===== src/rtl/detector_jogada_if.sv =====
// Button/play-detector signal bundle between the control unit (master) and detector_jogada (slave).
// JOGADA_INVALIDA_EN adds the jogada_invalida flag.
interface detector_jogada_if;
   logic [3:0] botoes;
   logic       conta_timeout;
   logic       zera_timeout;
   logic [3:0] jogada;
   logic       jogada_feita;
   logic       tem_jogada;
   logic       timeout;
   logic [2:0] db_estado;
`ifdef JOGADA_INVALIDA_EN
   logic       jogada_invalida;

   modport master (
      output botoes, conta_timeout, zera_timeout,
      input  jogada, jogada_feita, tem_jogada, timeout, db_estado, jogada_invalida
   );
   modport slave (
      input  botoes, conta_timeout, zera_timeout,
      output jogada, jogada_feita, tem_jogada, timeout, db_estado, jogada_invalida
   );
`else
   modport master (
      output botoes, conta_timeout, zera_timeout,
      input  jogada, jogada_feita, tem_jogada, timeout, db_estado
   );
   modport slave (
      input  botoes, conta_timeout, zera_timeout,
      output jogada, jogada_feita, tem_jogada, timeout, db_estado
   );
`endif
endinterface


===== src/rtl/detector_jogada.sv =====
// Button synchroniser/debouncer with single-pulse play detection and inactivity timeout counter.
// Optional macro JOGADA_INVALIDA_EN flags multi-button presses instead of reducing them.
module detector_jogada #(
   parameter int unsigned DEBOUNCE_CYCLES = 10,
   parameter int unsigned TIMEOUT_CYCLES  = 5000
) (
   input logic               clock,
   input logic               reset,
   detector_jogada_if.slave  bus
);

   localparam int unsigned CntW = $clog2(DEBOUNCE_CYCLES + 1);
   localparam int unsigned TW   = $clog2(TIMEOUT_CYCLES + 1);
   // First stable sample is taken in ESPERA/SEGURA, so the count stops one short.
   localparam logic [CntW-1:0] CntFim = CntW'(DEBOUNCE_CYCLES - 2);
   localparam logic [TW-1:0]   TFim   = TW'(TIMEOUT_CYCLES - 1);
   localparam logic [TW-1:0]   TMax   = TW'(TIMEOUT_CYCLES);

   typedef enum logic [2:0] {
      StEspera   = 3'b000,
      StFiltra   = 3'b001,
      StRegistra = 3'b010,
      StSegura   = 3'b011,
      StSolta    = 3'b100
   } estado_t;

   estado_t          r_estado, w_estado_prox;
   logic [3:0]       r_sync1, r_sync2;
   logic [3:0]       r_cand, w_cand_prox;
   logic [CntW-1:0]  r_cnt, w_cnt_prox;
   logic [3:0]       r_jogada, w_jogada_prox;
   logic [1:0]       r_fill;
   logic             r_armado, w_armado_prox;
   logic [TW-1:0]    r_tcnt;
   logic             r_timeout;
   logic             w_feita;
   logic [3:0]       w_bs;
   logic             w_onehot;
   logic [3:0]       w_lowbit;
`ifdef JOGADA_INVALIDA_EN
   logic             w_invalida;
`endif

   assign w_bs     = r_sync2;
   assign w_onehot = (r_cand & (r_cand - 4'd1)) == 4'd0;
   assign w_lowbit = r_cand & (~r_cand + 4'd1);

   always_ff @(posedge clock) begin
      if (!reset) begin
         r_sync1  <= 4'd0;
         r_sync2  <= 4'd0;
         r_fill   <= 2'd0;
         r_estado <= StEspera;
         r_cand   <= 4'd0;
         r_cnt    <= '0;
         r_jogada <= 4'd0;
         r_armado <= 1'b0;
      end else begin
         r_sync1  <= bus.botoes;
         r_sync2  <= r_sync1;
         if (r_fill != 2'd2) r_fill <= r_fill + 2'd1;
         r_estado <= w_estado_prox;
         r_cand   <= w_cand_prox;
         r_cnt    <= w_cnt_prox;
         r_jogada <= w_jogada_prox;
         r_armado <= w_armado_prox;
      end
   end

   always_comb begin
      w_estado_prox = r_estado;
      w_cand_prox   = r_cand;
      w_cnt_prox    = r_cnt;
      w_jogada_prox = r_jogada;
      w_armado_prox = r_armado;
      w_feita       = 1'b0;
`ifdef JOGADA_INVALIDA_EN
      w_invalida    = 1'b0;
`endif
      case (r_estado)
         StEspera: begin
            // After reset a button must be seen released before a press can count.
            if (!r_armado) begin
               if (r_fill == 2'd2 && w_bs == 4'd0) w_armado_prox = 1'b1;
            end else if (w_bs != 4'd0) begin
               w_estado_prox = StFiltra;
               w_cand_prox   = w_bs;
               w_cnt_prox    = '0;
            end
         end
         StFiltra: begin
            if (w_bs != r_cand) begin
               if (w_bs == 4'd0) begin
                  w_estado_prox = StEspera;
               end else begin
                  w_cand_prox = w_bs;
                  w_cnt_prox  = '0;
               end
            end else if (r_cnt == CntFim) begin
               w_estado_prox = StRegistra;
            end else begin
               w_cnt_prox = r_cnt + 1'b1;
            end
         end
         StRegistra: begin
            w_estado_prox = StSegura;
            if (w_onehot) begin
               w_feita       = 1'b1;
               w_jogada_prox = r_cand;
            end else begin
`ifdef JOGADA_INVALIDA_EN
               w_invalida    = 1'b1;
`else
               w_feita       = 1'b1;
               w_jogada_prox = w_lowbit;
`endif
            end
         end
         StSegura: begin
            if (w_bs == 4'd0) begin
               w_estado_prox = StSolta;
               w_cnt_prox    = '0;
            end
         end
         StSolta: begin
            if (w_bs != 4'd0) begin
               w_estado_prox = StSegura;
            end else if (r_cnt == CntFim) begin
               w_estado_prox = StEspera;
            end else begin
               w_cnt_prox = r_cnt + 1'b1;
            end
         end
         default: w_estado_prox = StEspera;
      endcase
   end

   always_ff @(posedge clock) begin
      if (!reset) begin
         r_tcnt    <= '0;
         r_timeout <= 1'b0;
      end else if (bus.zera_timeout || w_feita) begin
         r_tcnt    <= '0;
         r_timeout <= 1'b0;
      end else if (bus.conta_timeout) begin
         if (r_tcnt == TFim) r_timeout <= 1'b1;
         if (r_tcnt != TMax) r_tcnt <= r_tcnt + 1'b1;
      end
   end

   assign bus.jogada       = r_jogada;
   assign bus.jogada_feita = w_feita;
   assign bus.tem_jogada   = |w_bs;
   assign bus.timeout      = r_timeout;
   assign bus.db_estado    = r_estado;
`ifdef JOGADA_INVALIDA_EN
   assign bus.jogada_invalida = w_invalida;
`endif

endmodule


===== src/flat_wrapper.sv =====
// flat-port wrapper written by rule: the top's interface ports become plain ports
module detector_jogada_flat 
#(
   parameter int unsigned DEBOUNCE_CYCLES = 10,
   parameter int unsigned TIMEOUT_CYCLES  = 5000
)
  (clock, reset, bus_botoes, bus_conta_timeout, bus_zera_timeout, bus_jogada, bus_jogada_feita, bus_tem_jogada, bus_timeout, bus_db_estado);
  detector_jogada_if bus_i ();
  input logic clock;
  input logic reset;
  input wire logic [$bits(bus_i.botoes)-1:0] bus_botoes;
  input wire logic [$bits(bus_i.conta_timeout)-1:0] bus_conta_timeout;
  input wire logic [$bits(bus_i.zera_timeout)-1:0] bus_zera_timeout;
  output wire logic [$bits(bus_i.jogada)-1:0] bus_jogada;
  output wire logic [$bits(bus_i.jogada_feita)-1:0] bus_jogada_feita;
  output wire logic [$bits(bus_i.tem_jogada)-1:0] bus_tem_jogada;
  output wire logic [$bits(bus_i.timeout)-1:0] bus_timeout;
  output wire logic [$bits(bus_i.db_estado)-1:0] bus_db_estado;
  assign bus_i.botoes = bus_botoes;
  assign bus_i.conta_timeout = bus_conta_timeout;
  assign bus_i.zera_timeout = bus_zera_timeout;
  assign bus_jogada = bus_i.jogada;
  assign bus_jogada_feita = bus_i.jogada_feita;
  assign bus_tem_jogada = bus_i.tem_jogada;
  assign bus_timeout = bus_i.timeout;
  assign bus_db_estado = bus_i.db_estado;
  detector_jogada #(.DEBOUNCE_CYCLES(DEBOUNCE_CYCLES), .TIMEOUT_CYCLES(TIMEOUT_CYCLES)) u_core (.clock(clock), .reset(reset), .bus(bus_i));
endmodule

===== config.mk =====
export PLATFORM = sky130hd
export DESIGN_NAME = detector_jogada_flat
export DESIGN_NICKNAME = d
export VERILOG_FILES = /design/src/rtl/detector_jogada_if.sv /design/src/rtl/detector_jogada.sv /design/src/flat_wrapper.sv
export SDC_FILE = /design/constraint.sdc
export NUM_CORES = 1
export LEC_CHECK = 0
export CORE_MARGIN = 5
export CORE_UTILIZATION = 39
export CTS_BUF_LIST = sky130_fd_sc_hd__clkbuf_4
export CTS_CLUSTER_SIZE = 10
export DETAILED_ROUTE_END_ITERATION = 8
export GPL_TIMING_DRIVEN = 0
export PLACE_DENSITY = 0.58
export SYNTH_ARGS = -nofsm -noshare
export SYNTH_HDL_FRONTEND = slang
export SYNTH_SLANG_ARGS = --single-unit

===== constraint.sdc =====
create_clock -name clock -period 1.74 [get_ports clock]
set_input_delay 0.348 -clock clock [delete_from_list [all_inputs] [get_ports clock]]
set_output_delay 0.348 -clock clock [all_outputs]
set_load 0.01 [all_outputs]

==> impl_summary.log <==
INFO  metric ys_types = 50
INFO  metric clock-skew-final = 0.0138 ns
INFO  metric die_height = 79.6 µm
INFO  metric layout_worst_path_cycle_share = 98.2%
INFO  metric final.min_clock_period = 1.71 ns
INFO  metric worst-r2r-setup-slack = 0.08 ns
INFO  metric number_of_primary_i_o_pins = 18
INFO  metric syn_area_per_cell = 9.26 µm²
INFO  metric power.net_switching = 0.000474 W
INFO  metric leading_cell_types_by_total_area_after_synthesis = sky130_fd_sc_hd__dfxtp_1 42%, sky130_fd_sc_hd__xnor2_1 5.1%, sky130_fd_sc_hd__nand2_1 4.6%
INFO  metric cellLeakagePower = 0.885 nW
INFO  metric timing_max_transition_violations_final = 0
INFO  metric h-tree-depth = 2
INFO  metric grt_overflow_total = 0
INFO  metric end_kind = output port
INFO  metric wl_per_cell = 11.9 µm
INFO  metric place.port_buffers = 17
INFO  metric synthCells = 204
INFO  metric arrival = 1.36 ns
INFO  metric max-clock-path-buffers = 2
INFO  metric tightest_slew = 0.396 ns
INFO  metric cts.root.buffer_cell = sky130_fd_sc_hd__clkbuf_4
INFO  metric grt_max_degree = 13
INFO  metric final-hold-violation-count = 0
INFO  metric final_non_filler_cells = 304
INFO  metric drive_above_1_share = 17.3%
INFO  metric core-area = 0.00472 mm²
INFO  metric initial_core_utilization = 40.0%
INFO  metric drtPass1Iterations = 4
INFO  metric slew_headroom = 73.6%
INFO  metric path_cells = clkdlybuf4s50_1
INFO  metric timing.hold.worst.class = reg2reg
INFO  metric routed_wirelength = 3600 µm
INFO  metric grt_pass1_vias = 1349
INFO  metric synthesis.area = 0.00189 mm²
INFO  metric fmax = 585 MHz
INFO  metric power = 0.00176 W
INFO  metric gp_congestion = 0.743
INFO  metric fin_worst_hold_slack = 0.446 ns
INFO  metric clockPowerShare = 26.4%
INFO  metric die_width = 79.6 µm
INFO  metric worst_ir_drop_on_vdd = 451 µV
INFO  metric worst_hold_path.num_cells = 1
INFO  metric drt-vias-per-instance = 4.82
INFO  metric yosys.area.top_type = sky130_fd_sc_hd__dfxtp_1
INFO  metric yosys_warnings = 0
INFO  metric placed_cells_incl_taps = 288
INFO  metric worst_hold_startpoint = u_core.r_sync1[0]$_SDFF_PN0_
INFO  metric finalSetupTns = 0 ns
INFO  metric drc = 0
INFO  metric via_count = 1465
INFO  metric regToRegStartpoint = u_core.r_sync2[1]$_SDFF_PN0_
INFO  metric antenna_fix_cells = 0
INFO  metric synthTopCellsByCount = 40 x sky130_fd_sc_hd__dfxtp_1, 23 x sky130_fd_sc_hd__nand2_1, 20 x sky130_fd_sc_hd__nor2_1, 11 x sky130_fd_sc_hd__and2_1, 11 x sky130_fd_sc_hd__xnor2_1
INFO  metric clock_latency = 0.34 ns
INFO  metric synth_edf_count = 0
INFO  metric setup.worst_path.start_class = register
INFO  metric detailed_place_hpwl = 2510 µm
INFO  metric place_area = 0.00214 mm²
INFO  metric most_frequently_used_flop_master_after_synthesis = sky130_fd_sc_hd__dfxtp_1
INFO  metric grt_antenna_before_repair = 0
INFO  metric setup_viol_count_final = 0
INFO  metric postSynthRegisterBits = 40
INFO  metric sink_of_the_worst_hold_path = u_core.r_sync2[0]$_SDFF_PN0_
INFO  metric placementRows = 25
INFO  metric comb_power_share = 16.6%
INFO  metric p_per_area = 764 mW/mm²
INFO  metric synthDominantCellAreaShare = 42.4%
INFO  metric slowest_cp_cell = sky130_fd_sc_hd__clkdlybuf4s50_1
INFO  metric floorplan.die_area = 0.00634 mm²
INFO  metric critical_path_class = reg2out
INFO  metric final_net_count = 249
INFO  metric critical_path.n_buffers_inverters = 1
INFO  metric drv_cap = 0
INFO  metric cts_tree = yes
INFO  metric grt_pass1_wl = 6150 µm
INFO  metric synthToLayoutAreaGrowth = 22.0%
INFO  metric non_filler_cell_area_final = 0.00230 mm²
INFO  metric ff2ff_path_depth = 6
INFO  metric synth.most_common_cell = sky130_fd_sc_hd__dfxtp_1
INFO  metric critical_path.max_fanout = 9
INFO  metric p_seq_share = 57.0%
INFO  metric netSwitchingFraction = 26.9%
INFO  metric cts_num_sinks = 40
INFO  metric power_report.internal_total = 0.00129 W
INFO  metric r2r_end = u_core.r_cnt[0]$_SDFFE_PN0P_
INFO  metric outcome = finished clean
INFO  metric detailedRoute.firstIterationViolations = 70
INFO  metric sequential_fraction_of_the_synthesis_area = 42.4%
INFO  metric worst_setup_hold_path_clk_slew = 0.12 ns
INFO  metric globalRouteTotalUtil = 12.3%
INFO  metric cts_made_buffers = 5
INFO  metric unrepaired_setup_endpoints_after_global_routing = true
INFO  metric syn_nets = 217
INFO  metric timing.critical_path.max_delay_family = buffers and inverters
INFO  metric route.antenna.remaining_nets = 0
INFO  metric synthArstFlopShare = 0%
INFO  metric crit_path_max_incr_delay = 0.57 ns
INFO  metric critical_path_required = 1.39 ns
power groups by stage:
stage | Combinational, W | Clock (W) | Sequential [W]
finish | 0.000292 | 0.000465 | 0.00100
global route | 0.000329 | 0.000538 | 0.00101
CTS | 0.000279 | 0.000492 | 0.00100
detailed placement | 0.000270 | 0 | 0.00102
global placement | 0.000269 | 0 | 0.00102
floorplan | 0.000199 | 0 | 0.00102
timing repair:
item	CTS	global route
gates resized for setup	17	9
hold buffers	0	0
pin swaps	2	3
endpoints found under the setup margin	17	22
buffers inserted	6	3
layout by cell type (no fill, tap or decap), types with 3 or more instances in the layout:
cell type	count
sky130_fd_sc_hd__and2_1	11
sky130_fd_sc_hd__xnor2_1	11
sky130_fd_sc_hd__nor3_1	4
sky130_fd_sc_hd__and3_1	8
sky130_fd_sc_hd__inv_1	6
sky130_fd_sc_hd__ha_1	5
sky130_fd_sc_hd__dfxtp_4	3
sky130_fd_sc_hd__clkbuf_4	6
sky130_fd_sc_hd__mux2i_1	5
sky130_fd_sc_hd__a21boi_0	3
sky130_fd_sc_hd__nor2_1	20
sky130_fd_sc_hd__buf_4	9
sky130_fd_sc_hd__dfxtp_2	4
sky130_fd_sc_hd__a211o_1	3
sky130_fd_sc_hd__dfxtp_1	33
sky130_fd_sc_hd__xor2_1	6
sky130_fd_sc_hd__clkdlybuf4s50_1	15
sky130_fd_sc_hd__nand3_1	7
sky130_fd_sc_hd__inv_4	3
sky130_fd_sc_hd__nand3b_1	3
sky130_fd_sc_hd__nand2_1	23
sky130_fd_sc_hd__nand4_1	4
sky130_fd_sc_hd__nand4b_1	3
state kept, by name (all words and copies together) (netlist names):
name / cells
u_core.bus.jogada: 4
u_core.r_sync1: 4
u_core.r_tcnt: 13
u_core.r_cand: 4
u_core.r_sync2: 4
u_core.bus.timeout: 1
u_core.r_fill: 2
u_core.r_cnt: 4
u_core.r_armado: 1
u_core.bus.db_estado: 3
worst max-delay path by stage:
stage                                            to                                  from  cells past startpoint
2_1_floorplan  u_core.bus.db_estado[1]$_SDFFE_PN0P_          u_core.r_sync2[3]$_SDFF_PN0_                      6
3_3_place_gp                       bus_jogada_feita  u_core.bus.db_estado[1]$_SDFFE_PN0P_                      6
3_5_place_dp                       bus_jogada_feita  u_core.bus.db_estado[1]$_SDFFE_PN0P_                      6
4_1_cts                            bus_jogada_feita  u_core.bus.db_estado[1]$_SDFFE_PN0P_                      5
5_1_grt                            bus_jogada_feita  u_core.bus.db_estado[1]$_SDFFE_PN0P_                      5
6_report                           bus_db_estado[2]  u_core.bus.db_estado[2]$_SDFFE_PN0P_                      1
metal layers:
| layer | vias to the layer above | wire length, µm | track usage (%) |
|---|---|---|---|
| met4 | 0 | 39 | 4.12 |
| met2 | 18 | 1680 | 20.0 |
| li1 | 773 | - | - |
| met5 | - | 0 | 0 |
| met3 | 4 | 128 | 4.06 |
| met1 | 670 | 1750 | 15.3 |
worst reg2reg max path, stage by stage (launching register included):
cell	delay, ns
sky130_fd_sc_hd__dfxtp_1	0.43
sky130_fd_sc_hd__xnor2_1	0.14
sky130_fd_sc_hd__nand4_1	0.21
sky130_fd_sc_hd__buf_4	0.22
sky130_fd_sc_hd__a31oi_1	0.19
sky130_fd_sc_hd__nor2_2	0.08
sky130_fd_sc_hd__a211o_1	0.29
final cells by class:
| cell class | count | area (µm²) |
|---|---|---|
| buffer | 5 | 37.5 |
| clock buffer | 6 | 45.0 |
| clock inverter | 2 | 11.3 |
| fill | 468 | 2420 |
| inverter | 9 | 41.3 |
| multi-input combinational | 149 | 1030 |
| sequential | 40 | 817 |
| tap | 67 | 83.8 |
| timing repair buffer | 26 | 234 |
kinds of logic after synthesis:
kind of cell	after synthesis	synth area share (%)
AOI/OAI and AO/OA	27	12.1
and+or+nand+nor	95	27.6
buffers and inverters	15	4.11
DFF	40	42.4
muxes	5	2.65
adders and majority gates	5	3.31
xor gates and xnor gates	17	7.88
per-stage QoR:
stage                     worst slack, ns  util [%]
after global routing              -0.0310      48.8
after detailed placement           -0.379      45.4
after floorplan                     0.151         -
final                              0.0308      48.8
after global placement             -0.394      45.4
after CTS                         -0.0398      47.9
(Power assumes the default switching activity.)
